## src/rtl/cnn_pkg.sv

```systemverilog
`default_nettype none
// ============================================================================
//  Package    : cnn_pkg
//  Description: Shared constants and state encoding for the 3x3 RGB
//               convolution MAC: accumulator width, tap count, RGB888
//               channel slices and the controller state type.
//  Revision   : 1.0  initial release
// ============================================================================
package cnn_pkg;

    localparam int c_ACC_W = 22;   // signed accumulator width per channel
    localparam int c_TAPS  = 9;    // taps in a 3x3 window
    localparam int c_CH_W  = 8;    // bits per colour channel
    localparam int c_R_LSB = 16;   // R = [23:16]
    localparam int c_G_LSB = 8;    // G = [15:8]
    localparam int c_B_LSB = 0;    // B = [7:0]

    typedef enum logic [1:0] {
        IDLE = 2'd0,
        MAC  = 2'd1,
        NORM = 2'd2,
        OUT  = 2'd3
    } state_t;

    // Channel index 0/1/2 -> B/G/R bit offset inside an RGB888 word.
    function automatic int chanLsb(input int ch);
        case (ch)
            0:       return c_B_LSB;
            1:       return c_G_LSB;
            default: return c_R_LSB;
        endcase
    endfunction

endpackage
`default_nettype wire

```

## src/rtl/conv3x3_rgb_mac_channel.sv

```systemverilog
`default_nettype none
// ============================================================================
//  Module     : mac_channel
//  Description: One colour channel of the 3x3 MAC. Signed accumulator with
//               synchronous clear and enable; output is the accumulator
//               arithmetic-shifted right by SHIFT and saturated to 0..255.
//               CONV_ABS_EN: take the magnitude of the shifted value before
//               saturating instead of clamping negatives to zero.
//  Revision   : 1.0  initial release
// ============================================================================
module mac_channel
    import cnn_pkg::*;
#(
    parameter int ACC_W = c_ACC_W,
    parameter int SHIFT = 0
) (
    input  logic              iClk,
    input  logic              iRst,
    input  logic              iClear,
    input  logic              iEn,
    input  logic [7:0]        iPix,
    input  logic signed [7:0] iWeight,
    output logic [7:0]        oSat
);

    localparam logic signed [ACC_W-1:0] c_MAX = ACC_W'(255);

    logic signed [16:0]      w_product;
    logic signed [ACC_W-1:0] r_acc;
    logic signed [ACC_W-1:0] w_shifted;
    logic signed [ACC_W-1:0] w_mag;

    // Pixel is unsigned, so zero-extend it before the signed multiply.
    assign w_product = $signed({1'b0, iPix}) * iWeight;
    assign w_shifted = r_acc >>> SHIFT;

`ifdef CONV_ABS_EN
    assign w_mag = w_shifted[ACC_W-1] ? -w_shifted : w_shifted;
`else
    assign w_mag = w_shifted;
`endif

    // Accumulate one tap per enabled cycle; clear starts a new window.
    always_ff @(posedge iClk) begin
        if (iRst || iClear) begin
            r_acc <= '0;
        end else if (iEn) begin
            r_acc <= r_acc + ACC_W'(w_product);
        end
    end

    // Saturate the normalised value into an unsigned 8-bit channel.
    always_comb begin
        oSat = w_mag[7:0];
        if (w_mag[ACC_W-1]) begin
            oSat = 8'd0;
        end else if (w_mag > c_MAX) begin
            oSat = 8'hFF;
        end
    end

endmodule
`default_nettype wire

```

## src/rtl/conv3x3_rgb_mac.sv

```systemverilog
`default_nettype none
// ============================================================================
//  Module     : conv3x3_rgb_mac
//  Description: Consumes one 3x3 RGB888 window, runs a 9-cycle sequential
//               multiply-accumulate on R, G and B in parallel with latched
//               signed 8-bit weights, normalises (shift + saturate) and
//               presents one result pixel on a valid/ready output.
//               Optional macro CONV_ABS_EN: negative results are reported
//               as magnitudes instead of clamping to zero.
//  Revision   : 1.0  initial release
// ============================================================================
module conv3x3_rgb_mac
    import cnn_pkg::*;
#(
    parameter int DATA_W = 24,
    parameter int SHIFT  = 0,
    parameter int ACC_W  = c_ACC_W
) (
    input  logic                  iClk,
    input  logic                  iRst,
    input  logic [DATA_W-1:0]     iWin0,
    input  logic [DATA_W-1:0]     iWin1,
    input  logic [DATA_W-1:0]     iWin2,
    input  logic [DATA_W-1:0]     iWin3,
    input  logic [DATA_W-1:0]     iWin4,
    input  logic [DATA_W-1:0]     iWin5,
    input  logic [DATA_W-1:0]     iWin6,
    input  logic [DATA_W-1:0]     iWin7,
    input  logic [DATA_W-1:0]     iWin8,
    input  logic                  iValid,
    output logic                  oBusy,
    input  logic [8*c_TAPS-1:0]   iWeight,
    output logic [DATA_W-1:0]     oPixel,
    output logic                  oValid,
    input  logic                  iOutReady
);

    state_t              r_state;
    logic [3:0]          r_tap;
    logic [DATA_W-1:0]   r_win [c_TAPS];
    logic [8*c_TAPS-1:0] r_weight;

    logic                w_accept;
    logic                w_macEn;
    logic [DATA_W-1:0]   w_tapPix;
    logic [7:0]          w_tapWeight;
    logic [DATA_W-1:0]   w_sat;

    assign w_accept    = (r_state == IDLE) && iValid && !oBusy;
    assign w_macEn     = (r_state == MAC);
    assign w_tapPix    = r_win[r_tap];
    assign w_tapWeight = r_weight[{r_tap, 3'b000} +: 8];

    // Snapshot window and weights on accept so later input changes are inert.
    always_ff @(posedge iClk) begin
        if (w_accept) begin
            r_win    <= '{iWin0, iWin1, iWin2, iWin3, iWin4,
                          iWin5, iWin6, iWin7, iWin8};
            r_weight <= iWeight;
        end
    end

    // Controller: accept, step through taps, normalise, then hold for ready.
    always_ff @(posedge iClk) begin
        if (iRst) begin
            r_state <= IDLE;
            r_tap   <= 4'd0;
            oBusy   <= 1'b0;
            oValid  <= 1'b0;
            oPixel  <= '0;
        end else begin
            case (r_state)
                IDLE: begin
                    if (w_accept) begin
                        r_state <= MAC;
                        r_tap   <= 4'd0;
                        oBusy   <= 1'b1;
                    end
                end
                MAC: begin
                    if (r_tap == 4'(c_TAPS - 1)) begin
                        r_state <= NORM;
                        r_tap   <= 4'd0;
                    end else begin
                        r_tap   <= r_tap + 4'd1;
                    end
                end
                NORM: begin
                    oPixel  <= w_sat;
                    oValid  <= 1'b1;
                    r_state <= OUT;
                end
                OUT: begin
                    if (iOutReady) begin
                        oValid  <= 1'b0;
                        oBusy   <= 1'b0;
                        r_state <= IDLE;
                    end
                end
                default: begin
                    r_state <= IDLE;
                    oBusy   <= 1'b0;
                    oValid  <= 1'b0;
                end
            endcase
        end
    end

    generate
        for (genvar c = 0; c < 3; c++) begin : g_chan
            localparam int c_LSB = chanLsb(c);

            mac_channel #(
                .ACC_W (ACC_W),
                .SHIFT (SHIFT)
            ) u_mac (
                .iClk    (iClk),
                .iRst    (iRst),
                .iClear  (w_accept),
                .iEn     (w_macEn),
                .iPix    (w_tapPix[c_LSB +: c_CH_W]),
                .iWeight (w_tapWeight),
                .oSat    (w_sat[c_LSB +: c_CH_W])
            );
        end
    endgenerate

endmodule
`default_nettype wire
```

## config.mk

```make
export PLATFORM = sky130hd
export DESIGN_NAME = conv3x3_rgb_mac
export DESIGN_NICKNAME = d
export VERILOG_FILES = /design/src/rtl/cnn_pkg.sv /design/src/rtl/conv3x3_rgb_mac_channel.sv /design/src/rtl/conv3x3_rgb_mac.sv
export SDC_FILE = /design/constraint.sdc
export NUM_CORES = 1
export LEC_CHECK = 0
export ABC_AREA = 1
export CORE_ASPECT_RATIO = 1.2
export CORE_UTILIZATION = 44
export CTS_BUF_LIST = sky130_fd_sc_hd__clkbuf_8
export CTS_CLUSTER_SIZE = 25
export DETAILED_ROUTE_END_ITERATION = 10
export GPL_TIMING_DRIVEN = 0
export PLACE_DENSITY_LB_ADDON = 0.15
export SYNTH_ARGS = -nofsm -noshare
export SYNTH_HDL_FRONTEND = slang
export SYNTH_SLANG_ARGS = --single-unit
```

## constraint.sdc

```tcl
create_clock -name iClk -period 10.9 [get_ports iClk]
set_input_delay 2.18 -clock iClk [delete_from_list [all_inputs] [get_ports iClk]]
set_output_delay 2.18 -clock iClk [all_outputs]
set_load 0.01 [all_outputs]
```

==> metrics.txt <==
EDFF count, synth 288; Via Count 19800; worst hold slack 465 ps; Remaining Overflow, GRT 0; Worst Hold Class register to register; Routed WL per cell 20.2 um; RSZ-0062 raised after global routing no; GPL Wtd Cong 0.915; largest family of logic cells by synthesized area adder cells; Synth area leaders edfxtp_1, fa_1, ha_1; Placed Area 0.0290 mm2; # resized after CTS 0; area leader, netlist edfxtp_1; hold buffers post-CTS 0; Max Transition Viols Final 0; vias per cell 5.22; Register Area 0.0106 mm2; Slew @ Worst Pin 1160 ps; Compound-Gate Fraction of Synth Area 0.0977; Synth Cell Area 0.0248 mm2; Synth Instances 2620; CTS tree built; final hold violations 0; count of distinct cell types in the synthesized netlist 39; Avg Inst Size Synth 9.48 um2; Slew HR 0.225; max cap viols 0; GR Util All Layers 0.270; post-synthesis mux area share 0; clk sinks 386; Synth Area in XOR/XNOR 0.0123; drt drc 0; post-CTS setup buffer count 0; initial cell density of the core 0.444; Detailed Routing Iterations Pass 1 5; layout overhead on the synthesized area 21.9%; die width 219 um; layout cells sized above 1 0.0589; Post-synth ARST share 0; CP required 11450 ps; flop2flop setup slack 3810 ps; Final period util 0.650; Detailed Route Iter0 Violations 1186; # fillers 5160; sequential element share of the synthesized area 0.427; CP Launch Type register; Core ar. 0.0559 mm2; Post-Synth Simple-Gate Area 0.145; Synth Register Bits 386; Arr. time, crit path 7640 ps; syn_nets 3276; TNS Setup 0 ps; Fmax 0.141 GHz; ys flop type edfxtp_1; share of the synthesized area in the top cell type 0.348; initial antenna violation count 17; NumNets Final 3663; die area 0.0574 mm2; post-synthesis adder-cell area fraction 0.230; vias in the first global route 20400; multi-input logic area 0.0120 mm2; critical path type register to register; Setup Skew 31.6 ps; row count 95; Num CTS Buffers 66; Setup violations, final 0; Final min period 7090 ps; critical-path maximum fanout 28; Die Span Y 262 um; Post-DRT Antenna Nets 0; CP Capture Type register; largest net degree at the start of global routing 113; H-tree depth 3; post-route cell area 0.0303 mm2; root buf cell clkbuf_8; maximum buffer depth of the clock tree 3; first-pass GRT wire length 116000 um; clk slew on worst S/H paths 60 ps; # port buffers 317; top-level I/O count 318; DP Wirelength 60800 um; later-pin clock latency in the skew report 660 ps; Routed WL 76400 um; Yosys warning count 0; status complete, no violations
## cells in the mapped netlist, types with 24 or more instances
| cell type | n |
|---|---|
| inv_1 | 420 |
| nand2_1 | 416 |
| nor2_1 | 295 |
| edfxtp_1 | 288 |
| ha_1 | 211 |
| o21ai_0 | 195 |
| fa_1 | 153 |
| a21oi_1 | 115 |
| nand3_1 | 106 |
| dfxtp_1 | 98 |
| o221ai_1 | 46 |
| clkbuf_1 | 41 |
| nand2_2 | 25 |
| xor2_1 | 24 |
## path summary, 6_finish.rpt
kind	endpoint	startpoint	depth (start not counted)
hold reg to reg	oPixel[16]	oPixel[16]	2
setup / recovery	g_chan[1].u_mac.r_acc[19]	r_tap[2]	24
hold / removal	oPixel[16]	oPixel[16]	2
setup reg to reg	g_chan[1].u_mac.r_acc[19]	r_tap[2]	24
## flip-flops by register name, summed over array words and instances (netlist names)
| register | count |
|---|---|
| r_weight | 72 |
| r_win | 216 |
| g_chan.u_mac.r_acc | 66 |
| oBusy | 1 |
| r_state | 2 |
| oPixel | 24 |
| r_tap | 4 |
| oValid | 1 |
## critical path, stage by stage (launching register included)
cell	delay, ps
dfxtp_1	350
clkbuf_1	500
nand3_1	160
nand3_1	500
nand2_2	710
inv_2	190
buf_2	350
fa_1	470
inv_1	90
fa_1	450
fa_1	570
fa_1	450
fa_1	460
ha_1	390
nand2_1	100
inv_1	100
nand2_1	60
nand2_1	80
nor2_1	90
o21ai_0	400
nand2_1	170
nand3_1	110
nand3_1	80
nand2_1	110
inv_1	40
## cells in the final DEF, fill, tap and decap left out, types with 11 or more instances in the layout
cell type,n
dfxtp_1,98
xnor2_1,11
o21ai_0,195
clkdlybuf4s50_1,317
buf_2,20
o221ai_1,46
nor2_1,295
o211ai_1,20
clkbuf_1,41
fa_1,153
nand3_1,106
buf_6,17
diode_2,12
a21oi_1,115
clkbuf_8,69
o22ai_1,13
o21ai_1,15
nand2_1,416
xor2_1,24
inv_2,11
edfxtp_1,288
clkinv_1,11
ha_1,211
nor3_1,16
nand2_2,25
inv_1,440
## cell type report
cell class | instances | area share
antenna | 12 | 0.000992
buffer | 95 | 0.0179
clock buffer | 69 | 0.0314
clock inverter | 46 | 0.0102
inverter | 434 | 0.0542
multi-input combinational | 1705 | 0.398
sequential | 386 | 0.351
tap | 727 | 0.0301
timing repair buffer | 319 | 0.107
## per-stage QoR
stage / utilization / std cells / setup WS [ps]
after floorplan: - / 2620 / 1570
after global placement: 0.518 / 3664 / -3910
after global routing: 0.542 / 3788 / 3480
after detailed placement: 0.519 / 3666 / 3880
final: 0.542 / 3793 / 3810
after CTS: 0.541 / 3781 / 3870
## logic make-up after synthesis
logic type                 count (synthesis)
and+or+nand+nor                          883
buffers and inverters                    529
AOI/OAI and AO/OA                        423
DFF                                      386
adders and majority gates                364
xor gates and xnor gates                  35
## metal layers
metal  GRT usage  vias up  part of all wire
met5           0        -            0.0017
met3      0.0596      162             0.067
met4       0.134       18             0.046
met2       0.466      733              0.50
met1       0.312     9446              0.39
li1            -     9427                 -
Power is not shown: default switching activity piles up to over one toggle a cycle in this logic, so the estimate is an artifact.
